<file path="config.mk">
export PLATFORM = sky130hd
export DESIGN_NAME = uart_rx
export DESIGN_NICKNAME = d
export VERILOG_FILES = /design/src/rtl/uart_pkg.sv /design/src/rtl/uart_rx_sampler.sv /design/src/rtl/uart_rx.sv
export SDC_FILE = /design/constraint.sdc
export NUM_CORES = 1
export LEC_CHECK = 0
export CAP_MARGIN = 20
export CORE_MARGIN = 3
export CORE_UTILIZATION = 60
export CTS_CLUSTER_SIZE = 30
export DETAILED_ROUTE_END_ITERATION = 10
export PLACE_DENSITY = 0.83
export RECOVER_POWER = 25
export SLEW_MARGIN = 10
export SYNTH_ARGS = -nofsm -noshare
export SYNTH_HDL_FRONTEND = slang
export SYNTH_HIERARCHICAL = 1
export SYNTH_SLANG_ARGS = --single-unit
</file>
<file path="constraint.sdc">
create_clock -name clk -period 2.6 [get_ports clk]
set_input_delay 0.52 -clock clk [delete_from_list [all_inputs] [get_ports clk]]
set_output_delay 0.52 -clock clk [all_outputs]
set_load 0.1 [all_outputs]
</file>
<file path="src/rtl/uart_pkg.sv">
// Shared definitions for the UART receive path: FSM encoding, parity sense, line level.
package uart_pkg;

    typedef enum logic [2:0] {
        IDLE   = 3'd0,
        START  = 3'd1,
        DATA   = 3'd2,
        PARITY = 3'd3,
        STOP   = 3'd4
    } rx_state_t;

    localparam logic PARITY_EVEN = 1'b0;
    localparam logic PARITY_ODD  = 1'b1;
    localparam logic LINE_IDLE   = 1'b1;

    function automatic logic maj3(input logic a, input logic b, input logic c);
        return (a & b) | (a & c) | (b & c);
    endfunction

endpackage

</file>
<file path="src/rtl/uart_rx_sampler.sv">
// Takes three mid-bit samples of the synchronised line and registers their majority vote.
module uart_rx_sampler
    import uart_pkg::*;
#(
    parameter int PRESCALE = 8,
    parameter int EW       = 3
) (
    input  logic          clk,
    input  logic          rst,
    input  logic          rx_s,
    input  logic [EW-1:0] edge_cnt,
    output logic          sampled_bit,
    output logic          sample_valid
);
    localparam logic [EW-1:0] S0 = EW'(PRESCALE / 2 - 1);
    localparam logic [EW-1:0] S1 = EW'(PRESCALE / 2);
    localparam logic [EW-1:0] S2 = EW'(PRESCALE / 2 + 1);

    logic s0, s1;

    // The third sample is taken straight from the line so the vote lands at the end of that cycle.
    always_ff @(posedge clk) begin
        if (rst) begin
            s0           <= LINE_IDLE;
            s1           <= LINE_IDLE;
            sampled_bit  <= LINE_IDLE;
            sample_valid <= 1'b0;
        end else begin
            sample_valid <= 1'b0;
            if (edge_cnt == S0) s0 <= rx_s;
            if (edge_cnt == S1) s1 <= rx_s;
            if (edge_cnt == S2) begin
                sampled_bit  <= maj3(s0, s1, rx_s);
                sample_valid <= 1'b1;
            end
        end
    end

endmodule

</file>
<file path="src/rtl/uart_rx.sv">
// UART receiver: 2-flop synchroniser, start/data/parity/stop FSM and registered result pulses.
module uart_rx
    import uart_pkg::*;
#(
    parameter int in_width    = 8,
    parameter int PRESCALE    = 8,
    parameter int count_width = 4
) (
    input  logic                clk,
    input  logic                rst,
    input  logic                RX_IN,
    input  logic                parity_EN,
    input  logic                parity_type,
    output logic [in_width-1:0] P_DATA,
    output logic                data_valid,
    output logic                parity_error,
    output logic                stop_error,
    output logic                rx_busy
);
    localparam int EW = $clog2(PRESCALE);
    localparam logic [EW-1:0]          LAST_EDGE = EW'(PRESCALE - 1);
    localparam logic [count_width-1:0] LAST_BIT  = count_width'(in_width - 1);

    logic                   rx_meta, rx_s;
    rx_state_t              state, state_nxt;
    logic [EW-1:0]          edge_cnt;
    logic [count_width-1:0] bit_cnt;
    logic [in_width-1:0]    shift_reg;
    logic                   par_en_l, par_type_l, par_bad;
    logic                   vote, vote_vld;
    logic                   last_edge, last_bit, start_det;

    assign last_edge = (edge_cnt == LAST_EDGE);
    assign last_bit  = (bit_cnt == LAST_BIT);
    assign start_det = (state == IDLE) && (rx_s != LINE_IDLE);
    assign rx_busy   = (state != IDLE);

    always_ff @(posedge clk) begin
        if (rst) begin
            rx_meta <= LINE_IDLE;
            rx_s    <= LINE_IDLE;
        end else begin
            rx_meta <= RX_IN;
            rx_s    <= rx_meta;
        end
    end

    uart_rx_sampler #(
        .PRESCALE (PRESCALE),
        .EW       (EW)
    ) u_sampler (
        .clk          (clk),
        .rst          (rst),
        .rx_s         (rx_s),
        .edge_cnt     (edge_cnt),
        .sampled_bit  (vote),
        .sample_valid (vote_vld)
    );

    always_ff @(posedge clk) begin
        if (rst) state <= IDLE;
        else     state <= state_nxt;
    end

    always_comb begin
        state_nxt = state;
        case (state)
            IDLE:   if (rx_s != LINE_IDLE) state_nxt = START;
            START: begin
                if (vote_vld && vote == LINE_IDLE) state_nxt = IDLE;
                else if (last_edge)                state_nxt = DATA;
            end
            DATA:   if (last_edge && last_bit) state_nxt = par_en_l ? PARITY : STOP;
            PARITY: if (last_edge) state_nxt = STOP;
            // Leave half a bit early so a following start edge is caught on time.
            STOP:   if (vote_vld) state_nxt = IDLE;
            default: state_nxt = IDLE;
        endcase
    end

    always_ff @(posedge clk) begin
        if (rst) begin
            edge_cnt     <= '0;
            bit_cnt      <= '0;
            shift_reg    <= '0;
            par_en_l     <= 1'b0;
            par_type_l   <= PARITY_EVEN;
            par_bad      <= 1'b0;
            P_DATA       <= '0;
            data_valid   <= 1'b0;
            parity_error <= 1'b0;
            stop_error   <= 1'b0;
        end else begin
            data_valid   <= 1'b0;
            parity_error <= 1'b0;
            stop_error   <= 1'b0;

            if (state == IDLE || state_nxt == IDLE || last_edge) edge_cnt <= '0;
            else                                                 edge_cnt <= edge_cnt + 1'b1;

            if (state == START)                            bit_cnt <= '0;
            else if (state == DATA && last_edge && !last_bit) bit_cnt <= bit_cnt + 1'b1;

            if (start_det) begin
                par_en_l   <= parity_EN;
                par_type_l <= parity_type;
                par_bad    <= 1'b0;
            end

            if (state == DATA && vote_vld) begin
                for (int i = 0; i < in_width; i++)
                    if (bit_cnt == count_width'(i)) shift_reg[i] <= vote;
            end

            if (state == PARITY && vote_vld)
                par_bad <= vote != (^shift_reg ^ (par_type_l == PARITY_ODD));

            if (state == STOP && vote_vld) begin
                stop_error   <= (vote != LINE_IDLE);
                parity_error <= par_en_l & par_bad;
                if (vote == LINE_IDLE && !(par_en_l && par_bad)) begin
                    data_valid <= 1'b1;
                    P_DATA     <= shift_reg;
                end
            end
        end
    end

endmodule

</file>
After elaboration in Yosys (flattened, before gate mapping)
Index checks and enable logic that the tools add are counted.
- register bits after elaboration: 38
- bits of input ports: 5
- multiplexer cells: 12
- reductions and logical operators: 32
- $add $sub $neg: 2
- equality and inequality tests: 16
- bitwise gates (word level): 10
- operator list (cell ; count):
    $mux W3 ; 7
    $reduce_and A2 Y1 ; 9
    $eq A4 B3 Y1 const B ; 4
    $pmux W3 S5 ; 1
    $eq A3 B3 Y1 const B ; 4
    $logic_and A1 B1 Y1 ; 10
    $eq A3 B2 Y1 const B ; 3
    $eq A4 B2 Y1 const B ; 2
    $reduce_xor A8 Y1 ; 1
    $logic_not A3 Y1 ; 2
    $reduce_or A2 Y1 ; 3
    $add A4 B1 Y4 const B ; 1
    $and A1 B1 Y1 ; 4
    $eq A4 B1 Y1 const B ; 1
    $logic_not A4 Y1 ; 1
    $mux W1 ; 4
    $add A3 B1 Y3 const B ; 1
    $eq A3 B1 Y1 const B ; 1
    $not A1 Y1 ; 3
    $reduce_bool A3 Y1 ; 1
    $logic_not A1 Y1 ; 2
    $logic_or A1 B1 Y1 ; 2
    $or A1 B1 Y1 ; 2
    $reduce_bool A2 Y1 ; 1
    2 further kinds ; 2

Depth between registers and ports, before layout
- depth after elaboration: 8
- depth in mapped cells: 6
- gate-level depth less buffers: 6

Modules after synthesis
The synthesis kept the hierarchy.
- by module, submodules not included (module ; area an instance (um^2) ; cells an instance ; instances):
    uart_rx ; 1611.5 ; 177 ; 1
    uart_rx_sampler ; 163.9 ; 16 ; 1

Least setup slack after synthesis
No wires, ideal clock.
- path kind: flip-flop to output port
- start: reg state[0]
- end: out rx_busy
- path buffers: 1
- path slack: 0.884 ns
- cell stages (with the launch flop): 4
- data arrival time: 1.196 ns
- cells stage by stage: dfxtp_1 buf_2 nor3_1 inv_1
- cells in the longest elaborated chain, start to end: 1
- ends and longest elaborated chain (element ; RTL line ; source):
    start: declaration ; uart_rx.sv:25 ; rx_state_t state, state_nxt;
    start signal: assignment ; uart_rx.sv:62 ; else state <= state_nxt;
    $reduce_bool A3 Y1 ; uart_rx.sv:36 ; assign rx_busy = (state != IDLE);
    end: declaration ; uart_rx.sv:18 ; output logic rx_busy
Every way passes these cells.

Final worst setup path
Same ends and word-level chain as after synthesis.

==> flow_summary_export.csv <==
group,metric,value,unit
clock_network,cts_tree,"done",
clock_network,numCtsBuffers,5,
grt,antenna_found_initial,0,
timing,worst_pin_slew,1170,ps
clock_network,post_cts_buffers,0,
yosys,synth_common_cells,"dfxtp_1, nor2_1, mux2i_1, nand2_1, nor3_1",
clock_network,clkSinkCount,38,
floorplan,die_width,60.4,um
detailed_routing,drt_iter0_drc,62,
yosys,synthFlopType,"dfxtp_1",
hold_path,hold_class,"flop to flop",
cells_and_area,stdcell_count,240,
yosys,synth_edf_count,0,
yosys,synth_fa_ha_area_share,4.93,%
clock_network,htree_num_levels,2,
yosys,syn_area,1780,sq um
cells_and_area,nets,220,
timing,period_share,79.9,%
yosys,ys_types,35,
yosys,synth_area_per_cell,9.20,sq um
cells_and_area,num_antenna_cells,0,
timing,fin_crit,2080,ps
detailed_routing,ant_nets,0,
detailed_routing,dr.pass1.iters,4,
grt,grt_start_max_net_pins,24,
yosys,yosysTopAreaCellShare,42.8,%
floorplan,io_pins,17,
timing,final_max_slew_viol_count,0,
floorplan,rows,19,
critical_path,critPathTopFamily,"simple AND/OR/NAND/NOR gates",
detailed_routing,wire_per_inst,14.5,um
yosys,yosysTopAreaCell,"dfxtp_1",
hold_path,hold-path-endpoint,"rx_s",
critical_path,max_stage_delay,450,ps
yosys,synth_nets,205,
cells_and_area,design_area,1980,sq um
yosys,synth_top_family_by_area,"simple AND/OR/NAND/NOR gates",
timing,tns,0,ps
yosys,synthMuxAreaShare,11.3,%
floorplan,die_h,60.4,um
place,hpwl,2.52,mm
yosys,yosysMostFrequentCell,"dfxtp_1",
detailed_routing,vias,1409,
critical_path,critPathBufInv,2,
hold_path,holdPathStages,1,
yosys,synth_compound_area_share,6.69,%
grt,grt_pass1_vias,1332,
critical_path,path_class,"flop to primary output",
place,dpl-instance-area,1920,sq um
yosys,synth_cells,193,
place,io_buffers,16,
critical_path,cp_cell_sequence,"nor3_1 > inv_1 > buf_4",
clock_network,cts-resized-gates,0,
cells_and_area,fillers,242,
yosys,yosysWarningCount,6,
detailed_routing,route.detailed.drc,0,
timing,fin_skew,5.72,ps
floorplan,core,2780,sq um
timing,hold_viol,0,
critical_path,cp_max_fo,12,
yosys,synth_simple_gate_area_share,24.8,%
detailed_routing,routed_wl,3.48,mm
status,status,"completed",
pwr,power_density,502,nW/um^2
critical_path,cp-start-kind,"flop",
pwr,leakage,0.829,nW
critical_path,worstRegToRegCells,4,
critical_path,rrSetupSlack,710,ps
timing,rsz0062_at_grt,"false",
grt,grt_usage,21.9,%
place,gp_congestion,0.805,
critical_path,cp_slowest_cell,"nor3_1",
clock_network,cts-root-buf,"clkbuf_4",
timing,fmax,482,MHz
yosys,yosys-top-cells-area,"dfxtp_1, mux2i_1, nor2_1",
clock_network,clock_path_buffers,2,
grt,grt_first_pass_wirelength,5.96,mm
critical_path,reg2reg_from,"state[2]",
timing,setup_violations,0,
yosys,synth-xor-area-share,5.71,%
floorplan,dieArea,3650,sq um
critical_path,cp.required,2080,ps
flow_run,maxCapViolations,0,
critical_path,worst_setup_path_end_kind,"primary output",
detailed_routing,vias_per_cell,5.87,
yosys,ys_seq_elements,38,
cells_and_area,area_growth,11.7,%
yosys,synthArstFlopShare,0,%
place,dp_cells,232,
grt,grt_overflow,0,
clock_network,clk_pin_slew,100,ps
hold_path,min_from,"rx_meta",
critical_path,worstPathArrival,1560,ps
clock_network,hold_buffers,0,
yosys,seq_area_frac_synth,42.8,%
cells_and_area,fin_util,71.3,%
critical_path,timing.rr.end,"P_DATA[0]",
timing,slew_headroom,22.4,%
floorplan,initial_core_util,63.8,%
pwr,peakVddDrop,0.533,mV
cells_and_area,drive_gt1_share,11.5,%
clock_network,clock_latency,330,ps
-- worst reg2reg max path: cells and delay by family (launching register included) --
| family | cells | cell delay, ps |
|---|---|---|
| mux | 1 | 340 |
| simple gates | 3 | 860 |
| flops | 1 | 550 |
-- cells by family after synthesis --
family / Yosys count
adders and majority gates: 7
xor gates and xnor gates: 10
AOI/OAI and AO/OA: 17
buffers and inverters: 16
and+or+nand+nor: 85
DFF: 38
muxes: 20
-- where the power goes --
part / total, W / switching, W / internal, W
sequential: 0.000590 / 0.00000515 / 0.000585
combinational: 0.0000403 / 0.0000241 / 0.0000162
clock: 0.000365 / 0.000180 / 0.000185
total: 0.000995 / 0.000209 / 0.000786
-- routing by layer --
layer | share of wire [%] | up-vias | GRT usage [%] | routed length [um]
met2 | 53 | 30 | 37.7 | 1830
li1 | - | 709 | - | -
met3 | 4.3 | 4 | 5.96 | 149
met5 | 0 | - | 0 | 0
met1 | 42 | 666 | 25.9 | 1460
met4 | 0.98 | 0 | 8.54 | 34
-- per-stage QoR --
step,hold slack (ps),total power (W),setup WS (ps)
6_report,442,0.000995,524
5_1_grt,467,0.00103,375
4_1_cts,444,0.00101,519
3_5_place_dp,418,0.000645,754
3_3_place_gp,411,0.000643,817
2_1_floorplan,389,0.000630,884
-- final cells by class --
class                      count  area, sq um  area share, %
clock buffer                   8         78.8           3.97
tap                           31         38.8           1.96
timing repair buffer          18          134           6.75
inverter                       6         22.5           1.14
sequential                    38          761           38.4
multi-input combinational    139          948           47.8
-- cell usage in the layout (no fill, tap or decap), types with 2 or more instances in the layout --
cell type         n
dfxtp_1          38
buf_4            11
o21ai_0           2
nor4b_1           2
xnor2_1           7
nand2b_1          5
clkbuf_1          3
or4_1             2
nor4_1            3
a211o_1           2
nor3b_2           2
nand2_1          10
xor2_1            2
inv_1             6
nor2_1           32
clkdlybuf4s50_1   3
nand3_1           3
mux2i_1          20
a31oi_1           5
nand4_1           6
clkbuf_8          3
nor3_1            8
a21oi_1           3
or2_2             3
clkbuf_4          5
nor2b_1           3
nand3b_1          3
ha_1              7
-- how the worst max path moves through the flow --
stage                     startpoint         end  slack, ps  depth (start not counted)
final                       state[0]     rx_busy        520                          3
after global placement           rst  bit_cnt[2]        820                          3
after CTS                   state[2]     rx_busy        520                          3
after detailed placement    state[2]   P_DATA[0]        750                          4
after floorplan             state[0]     rx_busy        880                          3
after global routing        state[0]     rx_busy        380                          3
(Power assumes the default switching activity.)
